===== src/rtl/fetch_pc_sequencer_pkg.sv =====
// Shared types and defaults for the fetch PC sequencer.
package fetch_pc_sequencer_pkg;

  typedef enum logic [1:0] {
    StBoot   = 2'd0,
    StFetch  = 2'd1,
    StHalted = 2'd2
  } fetch_state_e;

  localparam int unsigned InstrBytes     = 4;
  localparam logic [31:0] DefaultResetPc = 32'h0000_0000;

endpackage : fetch_pc_sequencer_pkg


===== src/rtl/fetch_pc_next.sv =====
// Next-PC selection: redirect beats sequential increment, which beats hold.
module fetch_pc_next
  import fetch_pc_sequencer_pkg::*;
#(
  parameter int unsigned INSTR_BYTES = InstrBytes
) (
  input  logic [31:0] pc_i,
  input  logic        accept_i,
  input  logic        taken_i,
  input  logic [31:0] target_i,
  output logic [31:0] pc_next_o,
  output logic        misalign_o
);

  logic aligned;

  always_comb begin
    aligned    = (target_i[1:0] == 2'b00);
    misalign_o = taken_i & ~aligned;
    pc_next_o  = pc_i;
    if (taken_i) begin
      // A misaligned target leaves the PC where it is; the sequencer halts.
      if (aligned) begin
        pc_next_o = target_i;
      end
    end else if (accept_i) begin
      pc_next_o = pc_i + 32'(INSTR_BYTES);
    end
  end

endmodule : fetch_pc_next


===== src/rtl/fetch_pc_sequencer.sv =====
// Fetch PC owner: issues sequential imem requests, redirects on taken branches,
// pulses flush on redirect and halts on a misaligned target.
module fetch_pc_sequencer
  import fetch_pc_sequencer_pkg::*;
#(
  parameter logic [31:0] RESET_PC    = DefaultResetPc,
  parameter int unsigned INSTR_BYTES = InstrBytes,
  parameter int unsigned CNT_W       = 16
) (
  input  logic             clk_pi,
  input  logic             rst_n_pi,
  input  logic             stall_pi,
  input  logic             isTakenBranch_pi,
  input  logic [31:0]      targetPC_pi,
  input  logic             imem_ready_pi,
  output logic             imem_req_po,
  output logic [31:0]      imem_addr_po,
  output logic             fetchValid_po,
  output logic [31:0]      fetchPC_po,
  output logic             flush_po,
  output logic             misalign_po,
  output logic [CNT_W-1:0] redirectCount_po
);

  fetch_state_e     state_q, state_d;
  logic [31:0]      pc_q, pc_d;
  logic             fetch_valid_q, fetch_valid_d;
  logic [31:0]      fetch_pc_q, fetch_pc_d;
  logic             flush_q, flush_d;
  logic             misalign_q, misalign_d;
  logic [CNT_W-1:0] cnt_q, cnt_d;

  logic in_fetch;
  logic req;
  logic accept;
  logic taken;
  logic bad_target;
  logic redirect;

  always_comb begin
    in_fetch = (state_q == StFetch);
    // Request is retracted in a redirect cycle so the wrong-path address is never accepted.
    req      = in_fetch & ~stall_pi & ~isTakenBranch_pi;
    accept   = req & imem_ready_pi;
    taken    = in_fetch & isTakenBranch_pi;
  end

  fetch_pc_next #(
    .INSTR_BYTES (INSTR_BYTES)
  ) u_pc_next (
    .pc_i       (pc_q),
    .accept_i   (accept),
    .taken_i    (taken),
    .target_i   (targetPC_pi),
    .pc_next_o  (pc_d),
    .misalign_o (bad_target)
  );

  assign redirect = taken & ~bad_target;

  always_comb begin
    state_d       = state_q;
    fetch_valid_d = accept;
    fetch_pc_d    = accept ? pc_q : fetch_pc_q;
    flush_d       = taken;
    misalign_d    = misalign_q | bad_target;
    cnt_d         = cnt_q;
    if (redirect && (cnt_q != {CNT_W{1'b1}})) begin
      cnt_d = cnt_q + 1'b1;
    end
    unique case (state_q)
      StBoot:   state_d = StFetch;
      StFetch:  if (bad_target) state_d = StHalted;
      StHalted: state_d = StHalted;
      default:  state_d = StHalted;
    endcase
  end

  always_ff @(posedge clk_pi or negedge rst_n_pi) begin
    if (!rst_n_pi) begin
      state_q       <= StBoot;
      pc_q          <= RESET_PC;
      fetch_valid_q <= 1'b0;
      fetch_pc_q    <= 32'h0;
      flush_q       <= 1'b0;
      misalign_q    <= 1'b0;
      cnt_q         <= '0;
    end else begin
      state_q       <= state_d;
      pc_q          <= pc_d;
      fetch_valid_q <= fetch_valid_d;
      fetch_pc_q    <= fetch_pc_d;
      flush_q       <= flush_d;
      misalign_q    <= misalign_d;
      cnt_q         <= cnt_d;
    end
  end

  assign imem_req_po      = req;
  assign imem_addr_po     = pc_q;
  assign fetchValid_po    = fetch_valid_q;
  assign fetchPC_po       = fetch_pc_q;
  assign flush_po         = flush_q;
  assign misalign_po      = misalign_q;
  assign redirectCount_po = cnt_q;

endmodule : fetch_pc_sequencer

===== config.mk =====
export PLATFORM = sky130hd
export DESIGN_NAME = fetch_pc_sequencer
export DESIGN_NICKNAME = d
export VERILOG_FILES = /design/src/rtl/fetch_pc_sequencer_pkg.sv /design/src/rtl/fetch_pc_next.sv /design/src/rtl/fetch_pc_sequencer.sv
export SDC_FILE = /design/constraint.sdc
export NUM_CORES = 1
export LEC_CHECK = 0
export ABC_AREA = 1
export BUFFER_PORTS_ARGS = -buffer_cell sky130_fd_sc_hd__buf_4
export CORE_AREA = 4 4 107 109
export CTS_CLUSTER_SIZE = 14
export DETAILED_ROUTE_END_ITERATION = 8
export DIE_AREA = 0 0 111 113
export PLACE_DENSITY = 0.69
export SLEW_MARGIN = 20
export SYNTH_ARGS = -nofsm -noshare
export SYNTH_HDL_FRONTEND = slang
export SYNTH_SLANG_ARGS = --single-unit

===== constraint.sdc =====
create_clock -name clk_pi -period 1.64 [get_ports clk_pi]
set_input_delay 0.246 -clock clk_pi [delete_from_list [all_inputs] [get_ports clk_pi]]
set_output_delay 0.246 -clock clk_pi [all_outputs]
set_load 0.02 [all_outputs]

==> results_dict.tcl, run 1 <==
set metrics [dict create \
    power.share.clock_pct 17.4 \
    fmax_mhz 639 \
    drv_slew 0 \
    crit_start "imem_addr_po[3]$_DFFE_PN0P_" \
    timing.rr.start "imem_addr_po[3]$_DFFE_PN0P_" \
    min_period_over_period_pct 95.4 \
    netlist_instances 635 \
    drc_errors 0 \
    io_pins 121 \
    start_util_pct 43.7 \
    cts_sinks 85 \
    antenna_found_initial 0 \
    dieArea_mm2 0.0125 \
    final.setup_skew_ns 0.0127 \
    vias_per_cell 5.02 \
    netlist_area_mm2 0.00464 \
    numCtsBuffers 9 \
    cts_root_buffer "clkbuf_8" \
    ff2ff_path_depth 10 \
    slew_headroom_pct 69.0 \
    fin_area_mm2 0.00613 \
    syn_nets 674 \
    ant_nets 0 \
    worstPathRequired_ns 1.90 \
    port_buffers 120 \
    leakagePower_nw 3.10 \
    path_clk_slew_ns 0.10 \
    nets 814 \
    pwr_density_cell_mw_per_mm2 1480 \
    gp_congestion 0.866 \
    yosysTopAreaCellShare_pct 45.9 \
    fin_tns_setup_ns 0 \
    synthDistinctLibCells 33 \
    seq_power_share_pct 38.3 \
    diodes 0 \
    p_sw_share_pct 43.0 \
    drt-total-wl_um 13300 \
    worstPathArrival_ns 1.82 \
    maxCapViolCount 0 \
    overflow 0 \
    critPathLaunchType "flip-flop" \
    fp.dieH_um 113 \
    num_rows 38 \
    status "finished, final reports clean" \
    cts_tree "built" \
    drive_gt1_share_pct 26.7 \
    area_delta_synth_final_pct 32.2 \
    setup_viol 0 \
    ys_ff_latch 85 \
    wl_per_cell_um 14.4 \
    rsz0062_at_grt "true" \
    max-clock-path-buffers 2 \
    irDropWorstVdd_mv 0.887 \
    nFillCells 979 \
    critPathKind "reg2reg" \
    switchingPower_mw 3.90 \
    placed_cell_area_mm2 0.00575 \
    via_count 4619 \
    tightest_slew_ns 0.465 \
    ys_seq_area_share_pct 45.9 \
    coreArea_mm2 0.0106 \
    p_int_mw 5.18 \
    dpl.hpwl_um 9520 \
    grt_pass1_wl_um 21300 \
    hold_path.startpoint "targetPC_pi[3]" \
    worstHoldPathType "in2reg" \
    grt_pass1_vias 4313 \
    clkLatencyLatePin_ns 0.37 \
    combPwrFrac_pct 44.3 \
    die_width_um 111 \
    drt_iter0_markers 341 \
    yosysWarnings 0 \
    syn_area_per_cell_um2 7.30 \
    yosys-top-cells-area "dfrtp_1 46%, nand2_1 17%, nor2_1 7.0%" \
    final_hold_viol_count 0 \
    final_util_pct 57.8 \
    drt_pass1_iterations 5 \
    synth_top_cell_by_area "dfrtp_1" \
    cp-end-kind "flip-flop" \
    track_usage_pct 20.9 \
    critPathMaxFanout 7 \
    whs_path_depth 3 \
    finalCriticalPeriod_ns 1.56 \
    htreeDepth 3 \
    grt_max_degree 86 \
]
==> Yosys cell counts (all sizes together) <==
| master | count |
|---|---|
| a21oi | 8 |
| o21ai | 65 |
| and2 | 1 |
| clkbuf | 6 |
| a31oi | 1 |
| or2 | 1 |
| buf | 13 |
| inv | 62 |
| nor2 | 97 |
| nor3 | 7 |
| o22ai | 2 |
| o31ai | 1 |
| nand3b | 1 |
| ha | 2 |
| xnor2 | 6 |
| a22oi | 1 |
| xor2 | 6 |
| nand3 | 45 |
| dfrtp | 85 |
| nand2 | 219 |
| nand4 | 6 |
==> flip-flops by register name (all words and copies together), names as in the netlist <==
register	cells
redirectCount_po	16
misalign_po	1
state_q	2
fetchValid_po	1
imem_addr_po	32
fetchPC_po	32
flush_po	1
==> path summary, 6_finish.rpt <==
path	slack, ns	to
worst max register to register	0.08	imem_addr_po[26]$_DFFE_PN0P_
min in group asynchronous	0.45	redirectCount_po[5]$_DFFE_PN0P_
worst min-delay path	0.15	imem_addr_po[3]$_DFFE_PN0P_
worst max-delay path	0.08	imem_addr_po[26]$_DFFE_PN0P_
max in group asynchronous	0.82	imem_addr_po[6]$_DFFE_PN0P_
worst min register to register	0.48	state_q[0]$_DFFE_PN0P_
==> worst max-delay path, cell delays in order (launching register included) <==
cell	delay (ns)
dfrtp_1	0.40
ha_2	0.21
nand2_2	0.07
nor2_4	0.20
nand2_4	0.10
nor2_4	0.17
nand2_1	0.07
nand2_1	0.06
nand3_1	0.06
nand2_1	0.06
nand2_1	0.04
==> cells in the final DEF, fill, tap and decap left out, types with 3 or more instances in the layout <==
master | synthesis | layout
dfrtp_2 | 0 | 3
inv_1 | 56 | 56
inv_2 | 6 | 5
xnor2_1 | 6 | 6
xor2_1 | 6 | 6
dfrtp_1 | 85 | 82
clkbuf_8 | 0 | 10
buf_12 | 0 | 3
nand2_1 | 213 | 209
nand3_2 | 3 | 3
o21ai_0 | 58 | 57
nand2_4 | 3 | 3
clkinvlp_4 | 0 | 3
nor2_1 | 86 | 81
nor2_2 | 4 | 8
nand3_1 | 41 | 40
nand2_2 | 3 | 6
o21ai_1 | 7 | 8
nand4_1 | 6 | 6
buf_4 | 2 | 144
nor2_4 | 6 | 7
nor3_1 | 6 | 5
a21oi_1 | 8 | 8
==> cells by family (layout without fill, tap and decap cells) <==
kind of cell	count (synthesis)	in the layout	share of synthesized area, %
AND/OR/NAND/NOR	377	377	35.3
XOR/XNOR	12	12	2.27
flip-flops	85	85	45.9
AO/OA/AOI/OAI	78	78	8.61
buffers and inverters	81	226	7.42
adder cells (fa/ha/maj)	2	2	0.539
==> stage by stage <==
step | setup slack, ns | total power [mW] | hold WS [ns] | instances
2_1_floorplan | 0.0619 | 5.46 | -0.0496 | 635
3_3_place_gp | 0.0314 | 7.25 | 0.323 | 890
3_5_place_dp | -0.0177 | 7.33 | 0.323 | 890
4_1_cts | 0.0122 | 8.92 | 0.134 | 907
5_1_grt | -0.0663 | 9.69 | 0.124 | 920
6_report | 0.0755 | 9.08 | 0.148 | 920
==> area by class of cell <==
class                           count  area (µm²)  share of cell area (%)
Clock buffer                       10         138                    2.24
Tap cell                          140         175                    2.86
Clock inverter                      6        70.1                    1.14
Inverter                           62         235                    3.84
Timing Repair Buffer              148        1150                    18.8
Sequential cell                    85        2130                    34.8
Multi-Input combinational cell    469        2230                    36.4
==> what timing repair did <==
item	in CTS	in global routing
hold buffers	1	0
hold endpoints to repair	85	0
resized for setup	2	21
pin swaps	0	7
buffers inserted	0	13
endpoints found under the setup margin	7	34
==> power groups by stage <==
| stage | Sequential, mW | Combinational [mW] | Clock (mW) |
|---|---|---|---|
| floorplan | 4.16 | 1.29 | 0 |
| global placement | 3.47 | 3.78 | 0 |
| detailed placement | 3.49 | 3.83 | 0 |
| CTS | 3.46 | 3.85 | 1.60 |
| global route | 3.57 | 4.41 | 1.71 |
| finish | 3.48 | 4.02 | 1.58 |
==> routing by layer <==
| metal | global-route usage, % | share of wire [%] | vias to the layer above |
|---|---|---|---|
| met5 | 0 | 0 | - |
| met1 | 28.7 | 44 | 2177 |
| met4 | 5.67 | 1.5 | 0 |
| met2 | 33.3 | 47 | 149 |
| li1 | - | - | 2276 |
| met3 | 5.13 | 7.2 | 17 |
Power figures use the tool's default switching activity.
==> inputs of run 2 (changes only) <==
- CELL_PAD_IN_SITES_DETAIL_PLACEMENT: default -> 1
- CELL_PAD_IN_SITES_GLOBAL_PLACEMENT: default -> 1
- CORE_AREA: 4 4 107 109 -> 4 4 116 118
- DIE_AREA: 0 0 111 113 -> 0 0 120 122
- PLACE_DENSITY: 0.69 -> default
- PLACE_DENSITY_LB_ADDON: default -> 0.1
==> run 2 against run 1 <==
- combinational power is 7.0% higher
- sequential power fell by 3%
- setup slack worse by 0.053 ns
==> results_dict.tcl, run 2 (same netlist as run 1, synthesis figures left out) <==
set metrics [dict create \
    fin_tns_setup_ns 0 \
    area_delta_synth_final_pct 38.7 \
    track_usage_pct 21.8 \
    crit_start "imem_addr_po[2]$_DFFE_PN0P_" \
    crit_chain "ha_2, nand2_2, nor2_4, nand2_4, nor2_4, nand2_2, nand2_1, nand3_1, nand2_1, nand2_1" \
    grt_pass1_vias 5050 \
    gp_congestion 0.864 \
    cp_slowest_stage_delay_ns 0.38 \
    antenna_found_initial 0 \
    via_count 4740 \
    fin_ws_ns 0.0225 \
    dieArea_mm2 0.0146 \
    max-clock-path-buffers 2 \
    worstPathArrival_ns 1.85 \
    hold_path.startpoint "targetPC_pi[3]" \
    pwr_density_cell_mw_per_mm2 1540 \
    final_cell_mix "209 x nand2_1, 161 x buf_4, 83 x dfrtp_1" \
    critPathLaunchType "flip-flop" \
    fp.dieH_um 122 \
    grt_pass1_wl_um 25300 \
    die_width_um 120 \
    numCtsBuffers 9 \
    rsz0062_at_grt "true" \
    vias_per_cell 4.89 \
    fmax_mhz 618 \
    drt_iter0_markers 229 \
    wl_per_cell_um 15.9 \
    irDropWorstVdd_mv 0.854 \
    drv_slew 0 \
    slew_headroom_pct 70.4 \
    overflow 0 \
    drive_gt1_share_pct 28.3 \
    port_buffers 120 \
    final.setup_skew_ns 0.00442 \
    start_util_pct 37.2 \
    ant_nets 0 \
    whs_ns 0.201 \
    diodes 0 \
    leakagePower_nw 3.25 \
    worstHoldPathType "in2reg" \
    num_rows 41 \
    grt_max_degree 46 \
    worstPathRequired_ns 1.87 \
    final_hold_viol_count 0 \
    coreArea_mm2 0.0125 \
    setup_viol 0 \
    cts_sinks 85 \
    finalNonFillerCells 970 \
    total_power_mw 9.93 \
    drc_errors 0 \
    status "finished, final reports clean" \
    final_common_cell "nand2_1" \
    cp-end-kind "flip-flop" \
    htreeDepth 3 \
    clkLatencyLatePin_ns 0.34 \
    placedCellCount 944 \
    critical_path.top_delay_family "simple AND/OR/NAND/NOR gates" \
    critPathBufInv 0 \
    cp_common_cell "nand2_1" \
    timing.rr.start "imem_addr_po[2]$_DFFE_PN0P_" \
    tightest_slew_ns 0.443 \
    path_clk_slew_ns 0.06 \
    drt-total-wl_um 15500 \
    min_period_over_period_pct 98.6 \
    maxCapViolCount 0 \
    cts_tree "built" \
    io_pins 121 \
    critPathKind "reg2reg" \
    finalCriticalPeriod_ns 1.62 \
    worst_path_max_delay_cell "dfrtp_1" \
    cts_root_buffer "clkbuf_16" \
    critPathMaxFanout 7 \
    post-place-ws_ns -0.0152 \
    drt_pass1_iterations 4 \
    nets 832 \
    dpl.hpwl_um 11700 \
]
-- run 2: worst paths after layout --
kind | endpoint | slack (ns) | depth (start not counted)
max in group asynchronous | imem_addr_po[20]$_DFFE_PN0P_ | 0.67 | 3
min | imem_addr_po[3]$_DFFE_PN0P_ | 0.20 | 3
max | imem_addr_po[26]$_DFFE_PN0P_ | 0.02 | 10
min in group asynchronous | redirectCount_po[0]$_DFFE_PN0P_ | 0.39 | 2
min reg2reg | state_q[0]$_DFFE_PN0P_ | 0.46 | 1
max reg2reg | imem_addr_po[26]$_DFFE_PN0P_ | 0.02 | 10
-- run 2: final cells by class --
type / instances / area, µm²
well taps: 172 / 215
clock inverters: 6 / 86.3
repair buffers: 165 / 1280
multi-input cells: 470 / 2250
flip-flops and latches: 85 / 2130
clock buffers: 10 / 239
fillers: 1611 / 6030
inverters: 62 / 233
-- run 2: metal layers --
metal | part of all wire [%] | GRT usage [%] | vias up
li1 | - | - | 2322
met1 | 46 | 28.9 | 2309
met2 | 48 | 36.8 | 95
met3 | 4.4 | 3.44 | 14
met4 | 1.2 | 6.44 | 0
met5 | 0 | 0 | -
-- run 2: stage by stage --
stage	area, µm²	util [%]
2_1_floorplan	4640	-
3_3_place_gp	5950	47.7
3_5_place_dp	5950	47.7
4_1_cts	6310	50.6
5_1_grt	6430	51.6
6_report	6430	51.6
-- run 2: what timing repair did --
item                       CTS  global route
buffers inserted             3             5
pin swaps                    2            12
gates cloned                 0             1
hold endpoints to repair    25             0
setup endpoints to repair   10            31
hold buffers                 1             0
resized for setup            1            23
-- run 2: power breakdown --
group | internal (mW) | total (mW) | switching [mW] | leakage [nW]
registers | 2.77 | 3.38 | 0.613 | 1.08
clock network | 1.37 | 2.26 | 0.882 | 0.158
logic | 1.78 | 4.30 | 2.52 | 2.01
total | 5.92 | 9.93 | 4.01 | 3.25
-- run 2: tightest hold or removal path, cell delays in order --
cell	delay, ns
buf_4	0.11
nand2_1	0.06
a31oi_1	0.09
==> inputs of run 3 (changes only) <==
- CORE_AREA: 4 4 116 118 -> 2 2 136 98
- DIE_AREA: 0 0 120 122 -> 0 0 138 100
==> run 3 against run 2 <==
- critical path depth unchanged
- clock-buffer cell count increased by 3
- routed wire length up 5.7%
- global-route usage is 1.9 points higher
- combinational power increased by 6.3%
- sequential share of layout area down 0.37 points
- clock power decreased by 4%
- setup slack worse by 0.015 ns
- cell count unchanged
- maximum frequency shrank 0.90%
==> results_dict.tcl, run 3 (same netlist as run 1, synthesis figures left out) <==
set metrics [dict create \
    gp_congestion 0.855 \
    worstPathRequired_ns 1.87 \
    num_rows 35 \
    fp.dieH_um 100 \
    r2r-end "imem_addr_po[26]$_DFFE_PN0P_" \
    setup_viol 0 \
    numCtsBuffers 9 \
    timing.rr.start "imem_addr_po[2]$_DFFE_PN0P_" \
    leakagePower_nw 3.30 \
    start_util_pct 36.5 \
    final_hold_viol_count 0 \
    nets 838 \
    drt-total-wl_um 16300 \
    min_period_over_period_pct 99.5 \
    critPathKind "reg2reg" \
    wl_per_cell_um 16.8 \
    placedCellCount 937 \
    critPathCapture "imem_addr_po[26]$_DFFE_PN0P_" \
    seq_power_share_pct 33.2 \
    power.share.clock_pct 21.5 \
    regArea_mm2 0.00213 \
    ff2ff_setup_slack_ns 0.008 \
    coreArea_mm2 0.0127 \
    vias_per_cell 4.99 \
    io_pins 121 \
    area_delta_synth_final_pct 40.6 \
    final_common_cell "nand2_1" \
    drt_iter0_markers 230 \
    diodes 0 \
    drc_errors 0 \
    port_buffers 120 \
    switchingPower_mw 4.11 \
    track_usage_pct 23.6 \
    total_power_mw 10.1 \
    p_sw_share_pct 40.7 \
    status "finished, final reports clean" \
    cp-end-kind "flip-flop" \
    maxCapViolCount 0 \
    pwr_density_cell_mw_per_mm2 1550 \
    dpl.hpwl_um 11900 \
    worstHoldPathType "in2reg" \
    drv_slew 0 \
    critPathLaunchType "flip-flop" \
    fmax_mhz 613 \
    finalNonFillerCells 970 \
    ant_nets 0 \
    grt_pass1_vias 4929 \
    irDropWorstVdd_mv 0.719 \
    final.setup_skew_ns 0.00662 \
    die_width_um 138 \
    dieArea_mm2 0.0138 \
    multiInputGateArea_mm2 0.00230 \
    worstPathArrival_ns 1.86 \
    p_int_mw 5.98 \
    cts_tree "built" \
    final_cell_mix "211 x nand2_1, 166 x buf_4, 79 x dfrtp_1" \
    antenna_found_initial 0 \
    crit_start "imem_addr_po[2]$_DFFE_PN0P_" \
    path_clk_slew_ns 0.06 \
    grt_max_degree 86 \
    cts_sinks 85 \
    nFillCells 1609 \
    overflow 0 \
    via_count 4836 \
    grt_pass1_wl_um 25900 \
    clkLatencyLatePin_ns 0.34 \
    drive_gt1_share_pct 29.9 \
    tightest_slew_ns 0.488 \
    ff2ff_path_depth 10 \
    critPathMaxFanout 7 \
    max-clock-path-buffers 2 \
    finalCriticalPeriod_ns 1.63 \
    htreeDepth 3 \
    drt_pass1_iterations 4 \
    rsz0062_at_grt "true" \
    slew_headroom_pct 67.5 \
    cts_root_buffer "clkbuf_16" \
    combPwrFrac_pct 45.3 \
]
## run 3: changes by cell type in the layout (fill, tap and decap cells not counted), sizes merged
cell    change
buf         +6
bufinv      -1
clkbuf      +3
clkinv      -2
## run 3: area by class of cell
type	instances	share of cell area (%)
clock buffers	13	4.15
flip-flops and latches	85	32.7
clock inverters	3	0.652
repair buffers	171	20.5
well taps	166	3.19
multi-input cells	470	35.2
inverters	62	3.57
## run 3: how the worst min path moves through the flow
stage               slack, ns  cells past startpoint            start                                to
finish                   0.21                      3   targetPC_pi[8]       imem_addr_po[8]$_DFFE_PN0P_
global route             0.23                      3  targetPC_pi[10]      imem_addr_po[10]$_DFFE_PN0P_
global placement         0.33                      2         rst_n_pi   redirectCount_po[7]$_DFFE_PN0P_
floorplan               -0.05                      0         rst_n_pi         fetchPC_po[0]$_DFFE_PN0P_
CTS                      0.19                      3   targetPC_pi[8]       imem_addr_po[8]$_DFFE_PN0P_
detailed placement       0.33                      2         rst_n_pi  redirectCount_po[15]$_DFFE_PN0P_
## run 3: timing repair
item                                    in CTS  in global routing
endpoints found under the setup margin      17                 31
endpoints found under the hold margin       85                  0
setup buffers                                2                 13
gates cloned                                 0                  1
pin swaps                                    2                 13
hold buffers                                 1                  0
resized for setup                            4                 32
## run 3: power groups by stage
stage	sequential, mW	combinational, mW	clock (mW)
finish	3.35	4.57	2.16
global route	3.44	4.97	2.30
CTS	3.35	4.37	2.22
detailed placement	3.38	4.29	0
global placement	3.33	4.18	0
floorplan	4.16	1.29	0
## run 3: worst max-delay path: stages, from the launching register on
cell	delay, ns
dfrtp_1	0.40
ha_2	0.24
nand2_2	0.08
nor2_4	0.14
nand2_4	0.10
nor2_4	0.21
nand2_1	0.10
nand2_1	0.08
nand3_2	0.06
nand2_1	0.07
nand2_1	0.04
## run 3: per-layer routing
metal	vias to the layer above	wire (µm)	global-route usage, %
li1	2335	-	-
met1	2385	8220	34.6
met2	106	7350	36.9
met3	10	644	4.44
met4	0	127	4.55
met5	-	0	0
## run 3: per-stage QoR
stage	setup WS [ns]	hold slack [ns]	utilization, %	setup TNS (ns)	area, µm²
after detailed placement	-0.126	0.332	46.7	-0.736	5940
after floorplan	0.0619	-0.0496	-	0	4640
after CTS	0.00334	0.195	49.5	0	6290
after global routing	-0.115	0.230	51.3	-0.557	6520
after global placement	0.000126	0.328	46.7	0	5940
final	0.00774	0.206	51.3	0	6520
